**src/rtl/pulse_train_tx_pkg.sv**
```systemverilog
// Shared types and widths for the pulse_train_tx transmit block.
package pulse_train_tx_pkg;
  typedef enum logic [1:0] {IDLE = 2'd0, HIGH = 2'd1, GAP = 2'd2} tx_state_t;
  localparam int TIMER_W = 8;
  localparam int PEND_W  = 4;
endpackage

```
**src/rtl/pulse_train_timer.sv**
```systemverilog
// Loadable down-counter that times both the HIGH and GAP phases; holds at zero.
module pulse_train_timer
  import pulse_train_tx_pkg::*;
(
  input  logic               clk,
  input  logic               rst,
  input  logic               load_i,
  input  logic [TIMER_W-1:0] load_val_i,
  output logic               zero_o
);
  logic [TIMER_W-1:0] cnt_q, cnt_d;

  always_comb begin
    cnt_d = cnt_q;
    if (load_i) begin
      cnt_d = load_val_i;
    end else if (cnt_q != '0) begin
      cnt_d = cnt_q - 1'b1;
    end
  end

  always_ff @(posedge clk) begin
    if (rst) begin
      cnt_q <= '0;
    end else begin
      cnt_q <= cnt_d;
    end
  end

  assign zero_o = (cnt_q == '0);
endmodule

```
**src/rtl/pulse_train_tx.sv**
```systemverilog
// Stretches trigger strobes into width/gap-guaranteed pulses with a pending queue.
// Optional macro PULSE_TRAIN_TX_ACTIVE_LOW_EN: pulse_out idles high and asserts low.
module pulse_train_tx
  import pulse_train_tx_pkg::*;
#(
  parameter int PULSE_WIDTH = 4,
  parameter int GAP_WIDTH   = 4,
  parameter int MAX_PENDING = 3
) (
  input  logic              clk,
  input  logic              rst,
  input  logic              trig,
  output logic              pulse_out,
  output logic              busy,
  output logic [PEND_W-1:0] pending,
  output logic              overflow
);
  if (PULSE_WIDTH < 1 || PULSE_WIDTH > 255) begin : g_bad_pulse_width
    $error("pulse_train_tx: PULSE_WIDTH must be 1..255");
  end
  if (GAP_WIDTH < 1 || GAP_WIDTH > 255) begin : g_bad_gap_width
    $error("pulse_train_tx: GAP_WIDTH must be 1..255");
  end
  if (MAX_PENDING < 1 || MAX_PENDING > 15) begin : g_bad_max_pending
    $error("pulse_train_tx: MAX_PENDING must be 1..15");
  end

  localparam logic [TIMER_W-1:0] PW_LOAD  = TIMER_W'(PULSE_WIDTH - 1);
  localparam logic [TIMER_W-1:0] GW_LOAD  = TIMER_W'(GAP_WIDTH - 1);
  localparam logic [PEND_W-1:0]  PEND_MAX = PEND_W'(MAX_PENDING);

`ifdef PULSE_TRAIN_TX_ACTIVE_LOW_EN
  localparam logic PULSE_ON  = 1'b0;
  localparam logic PULSE_OFF = 1'b1;
`else
  localparam logic PULSE_ON  = 1'b1;
  localparam logic PULSE_OFF = 1'b0;
`endif

  tx_state_t          state_q, state_d;
  logic [PEND_W-1:0]  pend_q, pend_d;
  logic               pulse_q, pulse_d;
  logic               tmr_load, tmr_zero, drop;
  logic [TIMER_W-1:0] tmr_val;

  pulse_train_timer u_timer (
    .clk        (clk),
    .rst        (rst),
    .load_i     (tmr_load),
    .load_val_i (tmr_val),
    .zero_o     (tmr_zero)
  );

  always_ff @(posedge clk) begin
    if (rst) begin
      state_q <= IDLE;
      pend_q  <= '0;
      pulse_q <= PULSE_OFF;
    end else begin
      state_q <= state_d;
      pend_q  <= pend_d;
      pulse_q <= pulse_d;
    end
  end

  // A trigger landing on the GAP end is absorbed by the dequeue, so it never drops.
  always_comb begin
    state_d  = state_q;
    pend_d   = pend_q;
    tmr_load = 1'b0;
    tmr_val  = PW_LOAD;
    drop     = 1'b0;
    unique case (state_q)
      IDLE: begin
        if (trig) begin
          state_d  = HIGH;
          tmr_load = 1'b1;
        end
      end
      HIGH, GAP: begin
        if (state_q == GAP && tmr_zero) begin
          if (pend_q != '0 || trig) begin
            state_d  = HIGH;
            tmr_load = 1'b1;
            pend_d   = trig ? pend_q : pend_q - 1'b1;
          end else begin
            state_d = IDLE;
          end
        end else begin
          if (state_q == HIGH && tmr_zero) begin
            state_d  = GAP;
            tmr_load = 1'b1;
            tmr_val  = GW_LOAD;
          end
          if (trig) begin
            if (pend_q < PEND_MAX) pend_d = pend_q + 1'b1;
            else                   drop   = 1'b1;
          end
        end
      end
      default: state_d = IDLE;
    endcase
  end

  always_comb begin
    pulse_d  = (state_d == HIGH) ? PULSE_ON : PULSE_OFF;
    busy     = (state_q != IDLE) || (pend_q != '0);
    overflow = drop & ~rst;
  end

  assign pulse_out = pulse_q;
  assign pending   = pend_q;
endmodule

```
**config.mk**
```make
export PLATFORM = sky130hd
export DESIGN_NAME = pulse_train_tx
export DESIGN_NICKNAME = d
export VERILOG_FILES = /design/src/rtl/pulse_train_tx_pkg.sv /design/src/rtl/pulse_train_timer.sv /design/src/rtl/pulse_train_tx.sv
export SDC_FILE = /design/constraint.sdc
export NUM_CORES = 1
export LEC_CHECK = 0
export CAP_MARGIN = 20
export CORE_ASPECT_RATIO = 2
export CORE_MARGIN = 1.5
export CORE_UTILIZATION = 30
export CTS_BUF_LIST = sky130_fd_sc_hd__clkbuf_8
export CTS_CLUSTER_SIZE = 40
export DETAILED_ROUTE_END_ITERATION = 8
export HOLD_SLACK_MARGIN = 0.08
export PLACE_DENSITY = 0.5
export SLEW_MARGIN = 20
export SYNTH_ARGS = -nofsm -noshare
export SYNTH_HDL_FRONTEND = slang
export SYNTH_HIERARCHICAL = 1
export SYNTH_SLANG_ARGS = --single-unit
```
**constraint.sdc**
```tcl
create_clock -name clk -period 2.25 [get_ports clk]
set_input_delay 0.675 -clock clk [delete_from_list [all_inputs] [get_ports clk]]
set_output_delay 0.675 -clock clk [all_outputs]
set_load 0.005 [all_outputs]
```
# --- Word level (Yosys, flattened, before mapping) ---
# Index checks and enable logic that the tools add are counted.
word_totals:
  register_bits: 15
  output_inout_bits: 7
  in_bits: 3
classes:
  muxes: 22
  addsub: 3
  bitwise: 2
  eq_ne: 5
  order_cmp: 1
  n_reduce_logical: 15
ops:
  columns: ["op", "n"]
  rows:
  - ["4-bit 2-to-1 mux", 5]
  - ["1-bit 2-to-1 mux", 10]
  - ["2-bit 2-to-1 mux", 5]
  - ["8-bit zero test", 1]
  - ["2-bit nonzero test", 4]
  - ["8-bit nonzero test", 1]
  - ["8-bit by 1-bit subtractor with 8-bit output (second input constant)", 1]
  - ["5-bit AND reduction", 1]
  - ["4-bit by 1-bit adder with 4-bit output (second input constant)", 1]
  - ["2-bit by 1-bit == test with 1-bit output (second input constant)", 2]
  - ["4-bit by 2-bit less-than comparator with 1-bit output (second input constant)", 1]
  - ["2-bit case mux with 2 select lines", 1]
  - ["4-bit nonzero test", 1]
  - ["2-bit OR reduction", 2]
  - ["4-bit by 1-bit subtractor with 4-bit output (second input constant)", 1]
  - ["2-bit == test (second input constant)", 1]
  - ["1-bit logical AND", 2]
  - ["2-bit zero test", 1]
  - ["1-bit logical OR", 2]
  - ["2-bit by 1-bit inequality test with 1-bit output (second input constant)", 1]
  - ["2-bit inequality test (second input constant)", 1]
  - ["1-bit case mux with 2 select lines", 1]
  - ["1-bit bitwise AND", 1]
  - ["1-bit inverter", 1]

# --- Depth between registers and ports, before layout ---
logic_depth:
  depth_word: 7
  depth_mapped: 10
  ltp_nobuf: 9

# --- Hierarchy ---
# Netlist, hierarchy kept.
modules_own_cells:
  columns: ["mod", "area_each_um2", "cells_per_inst", "seq_area_each_um2", "n_inst"]
  rows:
  - ["pulse_train_tx", 513.0, 58, 140.1, 1]
  - ["pulse_train_timer", 475.5, 53, 160.2, 1]

# --- Worst setup path before layout ---
# No wires, ideal clock.
synth_timing:
  path_kind: "register to register"
  startpoint: "register u_timer.cnt_q[3]"
  endpoint: "register pend_q[2] (netlist: pending[2])"
  setup_time_ps: 123
  period_less_slack_ps: 2492
  path_buffers: 1
  arrival_time_ps: 2369
  path_slack_ps: -242
  stages_incl_launch_ff: 10
  cell_sequence: "dfxtp_1 > nor4_4 > and4bb_1 > buf_6 > nand2_1 > xnor2_1 > ha_1 > or3_2 > a21boi_1 > mux2_1"
synth_between:
  elab_chain_len: 4
synth_lines:
  columns: ["element", "line", "rtl"]
  rows:
  - ["from (decl)", "pulse_train_timer.sv:11", "logic [TIMER_W-1:0] cnt_q, cnt_d;"]
  - ["from (signal assigned)", "pulse_train_timer.sv:26", "cnt_q <= cnt_d;"]
  - ["8-bit zero test *", "pulse_train_timer.sv:30", "assign zero_o = (cnt_q == '0);"]
  - ["via tmr_zero", "pulse_train_tx.sv:43", "logic tmr_load, tmr_zero, drop;"]
  - ["1-bit logical AND *", "pulse_train_tx.sv:81", "if (state_q == GAP && tmr_zero) begin"]
  - ["2-bit by 1-bit inequality test with 1-bit output (no line) (tied with other cells)", null, null]
  - ["5-bit AND reduction (no line)", null, null]
  - ["to (signal assigned)", "pulse_train_tx.sv:61", "pend_q <= pend_d;"]
  - ["to (decl)", "pulse_train_tx.sv:41", "logic [PEND_W-1:0] pend_q, pend_d;"]
# Mark *: on every way through the listed nets, which the timed path passes. The rest lies on a longest branch.
# A chain may end at the register's enable or synchronous reset.

# --- Final worst setup path ---
layout_timing:
  startpoint: "register u_timer.cnt_q[0]"
  endpoint: "output port overflow"
layout_between:
  elab_chain_len: 5
layout_lines:
  columns: ["element", "line", "rtl"]
  rows:
  - ["8-bit zero test", "pulse_train_timer.sv:30", null]
  - ["via tmr_zero", "pulse_train_tx.sv:43", null]
  - ["1-bit logical AND", "pulse_train_tx.sv:81", null]
  - ["1-bit 2-to-1 mux", "pulse_train_tx.sv:81", null]
  - ["1-bit 2-to-1 mux", "pulse_train_tx.sv:73", "unique case (state_q)"]
  - ["1-bit bitwise AND", "pulse_train_tx.sv:108", "overflow = drop & ~rst;"]
  - ["to (decl)", "pulse_train_tx.sv:16", "output logic overflow"]
# The timed path passes the listed nets, and every way through them passes these cells.

==> run_results.csv <==
group,metric,value,unit
sta,finalHoldViolCount,0,
global_route,grt_max_degree,20,
route,num_vias,971,
run,max_cap_viol_count,0,
logic_synthesis,synth_area_leaders,"dfxtp_1 (30%), ha_1 (7.6%), nand2_1 (4.9%)",
sta,period_share,100,%
layout,fin_cells,187,
run_status,violations,"setup timing",
route,wirelength,2.46,mm
clocking,cts_buffer_depth,2,
route,drtIter0Drc,28,
die,core-area,0.00316,mm²
clocking,path_clk_slew,60,ps
sta,maxSlewViolCount,0,
global_route,grt_pass1_vias,972,
layout,drive_gt1_share,34.6,%
layout,fin_area,0.00145,mm²
die,die_area,0.00367,mm²
pwr,leakage,0.662,nW
worst_setup_path,worstReg2RegStart,"u_timer/cnt_q[2]",
clocking,htreeDepth,1,
placed_design,dp_hpwl,1.89,mm
logic_synthesis,avgSynthCellArea,8.90,µm²
worst_setup_path,slowest_delay,320,ps
sta,setup_viol_count_final,1,
route,drc,0,
placed_design,dp.cells,181,
clocking,cts_root_buf,"clkbuf_8",
worst_setup_path,rrSetupSlack,10,ps
global_route,grt_pass1_wl,4.26,mm
worst_hold_path,whs_path_depth,2,
logic_synthesis,synthArstFlopShare,0,%
clocking,cts_tree,"done",
route,post_drt_via_cell_ratio,5.19,
logic_synthesis,ys_ff_latch,15,
pwr,ir_drop,393,µV
layout,nets,166,
sta,clock.fmax,443,MHz
logic_synthesis,synth_top_area_cell,"dfxtp_1",
route,drt_pass1_iterations,4,
layout,post-route-util,46.0,%
worst_setup_path,reg2reg_depth,9,
logic_synthesis,synth_seq_area_share,30.4,%
logic_synthesis,synth_most_common_cell,"dfxtp_1",
worst_setup_path,crit_buf_inv,2,
sta,min_period,2260,ps
worst_setup_path,crit_fanout,2,
layout,area_growth,46.8,%
die,initial_utilization,31.3,%
worst_setup_path,criticalPathCategory,"flop to output port",
worst_hold_path,min_to,"u_timer/cnt_q[5]",
pwr,powerDensity,732,mW/mm²
logic_synthesis,synth.distinct_cells,41,
worst_setup_path,crit_required,1570,ps
worst_setup_path,crit_chain,"inv_1 -> ha_1 -> and4bb_1 -> and2_2 -> nor4b_2 -> buf_2",
die,die_x,43.6,µm
logic_synthesis,synth_commonest_cells,"dfxtp_1 (15), nand2_1 (13), nor2_1 (8)",
clocking,insertion_delay,250,ps
run_status,status,"finished, violations left",
sta,final.setup_skew,4.56,ps
worst_setup_path,timing.critical_path.from_type,"flop",
die,rows,29,
worst_setup_path,worstSetupEndpointType,"output port",
sta,whs,622,ps
global_route,antenna_found_initial,0,
worst_setup_path,cpLargestDelayFamily,"simple AND/OR/NAND/NOR gates",
logic_synthesis,syn_inst,111,
die,ios,10,
layout,antenna_cells,0,
global_route,overflow,0,
placed_design,dpl_cell_area,0.00136,mm²
placed_design,portBuffers,9,
worst_hold_path,min_from,"u_timer/cnt_q[5]",
logic_synthesis,synth_area,988,µm²
die,fp.dieH,84.2,µm
logic_synthesis,ys_warn_count,6,
clocking,clkSinkCount,15,
sta,timing.final.ws_setup,-7.81,ps
worst_setup_path,arrival,1580,ps
route,ant_nets,0,
clocking,cts_buffers,3,
logic_synthesis,synth_top_area_share,30.4,%
global_route,grt_usage,15.2,%
worst_hold_path,hp-class,"flop to flop",
sta,rsz0062_at_grt,"yes",
worst_setup_path,crit_slowest_cell,"dfxtp_2",
logic_synthesis,synth-edff-count,0,
pwr,fin_total_pwr,1.06,mW
worst_setup_path,crit-reg2reg-capture,"pending[2]",
placed_design,gp_congestion,0.753,
route,avgRoutedWirePerCell,13.2,µm
logic_synthesis,ys.flop_type,"dfxtp_1",
==> per-stage QoR <==
stage / setup TNS [ps] / setup slack [ps]
after floorplan: -58.5 / -58.5
final: -7.81 / -7.81
after global routing: -241 / -109
after global placement: -2290 / -482
after detailed placement: -2460 / -489
after CTS: -88.2 / -48.6
==> power by group <==
| part | switching, mW | internal, mW |
|---|---|---|
| clock | 0.0966 | 0.121 |
| sequential | 0.0347 | 0.315 |
| combinational | 0.227 | 0.268 |
| total | 0.358 | 0.704 |
==> repair_timing <==
action                                  in CTS  in global routing
endpoints found under the hold margin        0                  0
endpoints found under the setup margin       8                 10
resized for setup                           10                  5
setup buffers                                2                  0
hold buffers                                 0                  0
pin swaps                                    3                  5
==> how the worst max path moves through the flow <==
| stage | startpoint | endpoint | cells past startpoint | slack (ps) |
|---|---|---|---|---|
| finish | u_timer/cnt_q[0] | overflow | 6 | -8 |
| global placement | trig | overflow | 4 | -480 |
| floorplan | u_timer/cnt_q[2] | pending[2] | 9 | -60 |
| detailed placement | trig | overflow | 4 | -490 |
| CTS | u_timer/cnt_q[0] | overflow | 6 | -50 |
| global route | u_timer/cnt_q[2] | pending[2] | 9 | -110 |
==> registers in the layout, summed over array words and instances (netlist names) <==
signal and cells:
pending 4, u_timer/cnt_q 8, state_q 2, pulse_out 1
==> layer usage <==
| metal | part of all wire (%) | GRT usage (%) | up-vias |
|---|---|---|---|
| li1 | - | - | 487 |
| met1 | 38 | 16.3 | 466 |
| met2 | 59 | 27.9 | 16 |
| met3 | 1.8 | 1.94 | 2 |
| met4 | 0.98 | 6.61 | 0 |
| met5 | 0 | 0 | - |
==> kinds of logic (layout without fill, tap and decap cells) <==
| group | after synthesis | after routing | synth area share [%] |
|---|---|---|---|
| AO/OA/AOI/OAI | 22 | 22 | 19.0 |
| XOR/XNOR | 6 | 6 | 5.32 |
| adder cells (fa/ha/maj) | 6 | 6 | 7.59 |
| buffers and inverters | 10 | 49 | 4.56 |
| flip-flops | 15 | 15 | 30.4 |
| multiplexers | 3 | 3 | 3.16 |
| other | 2 | 8 | 0.760 |
| AND/OR/NAND/NOR | 47 | 47 | 29.2 |
==> worst reg2reg max path, delay by kind of cell (launching register included) <==
| kind | cells | cell delay [ps] |
|---|---|---|
| multiplexers | 1 | 300 |
| flip-flops | 1 | 350 |
| XOR/XNOR | 1 | 130 |
| AO/OA/AOI/OAI | 1 | 150 |
| buffers and inverters | 1 | 110 |
| adder cells (fa/ha/maj) | 1 | 170 |
| AND/OR/NAND/NOR | 4 | 920 |
==> cells in the final DEF (no fill, tap or decap), drive strengths merged, types with 3 or more instances in the layout <==
cell / count
nand2: 13
o32ai: 5
nor2b: 3
inv: 7
a21oi: 3
xnor2: 5
clkbuf: 3
clkdlybuf4s50: 6
ha: 6
nor3: 7
buf: 31
dfxtp: 15
conb: 8
nor2: 8
nor4: 3
==> cell type report <==
class                   count  area, µm²
clock buffers               3       41.3
clock inverters             1       3.75
multi-input cells          92        718
well taps                  31       38.8
inverters                   6       22.5
repair buffers             39        319
fillers                   322       1710
flip-flops and latches     15        308
Power figures use the tool's default switching activity.
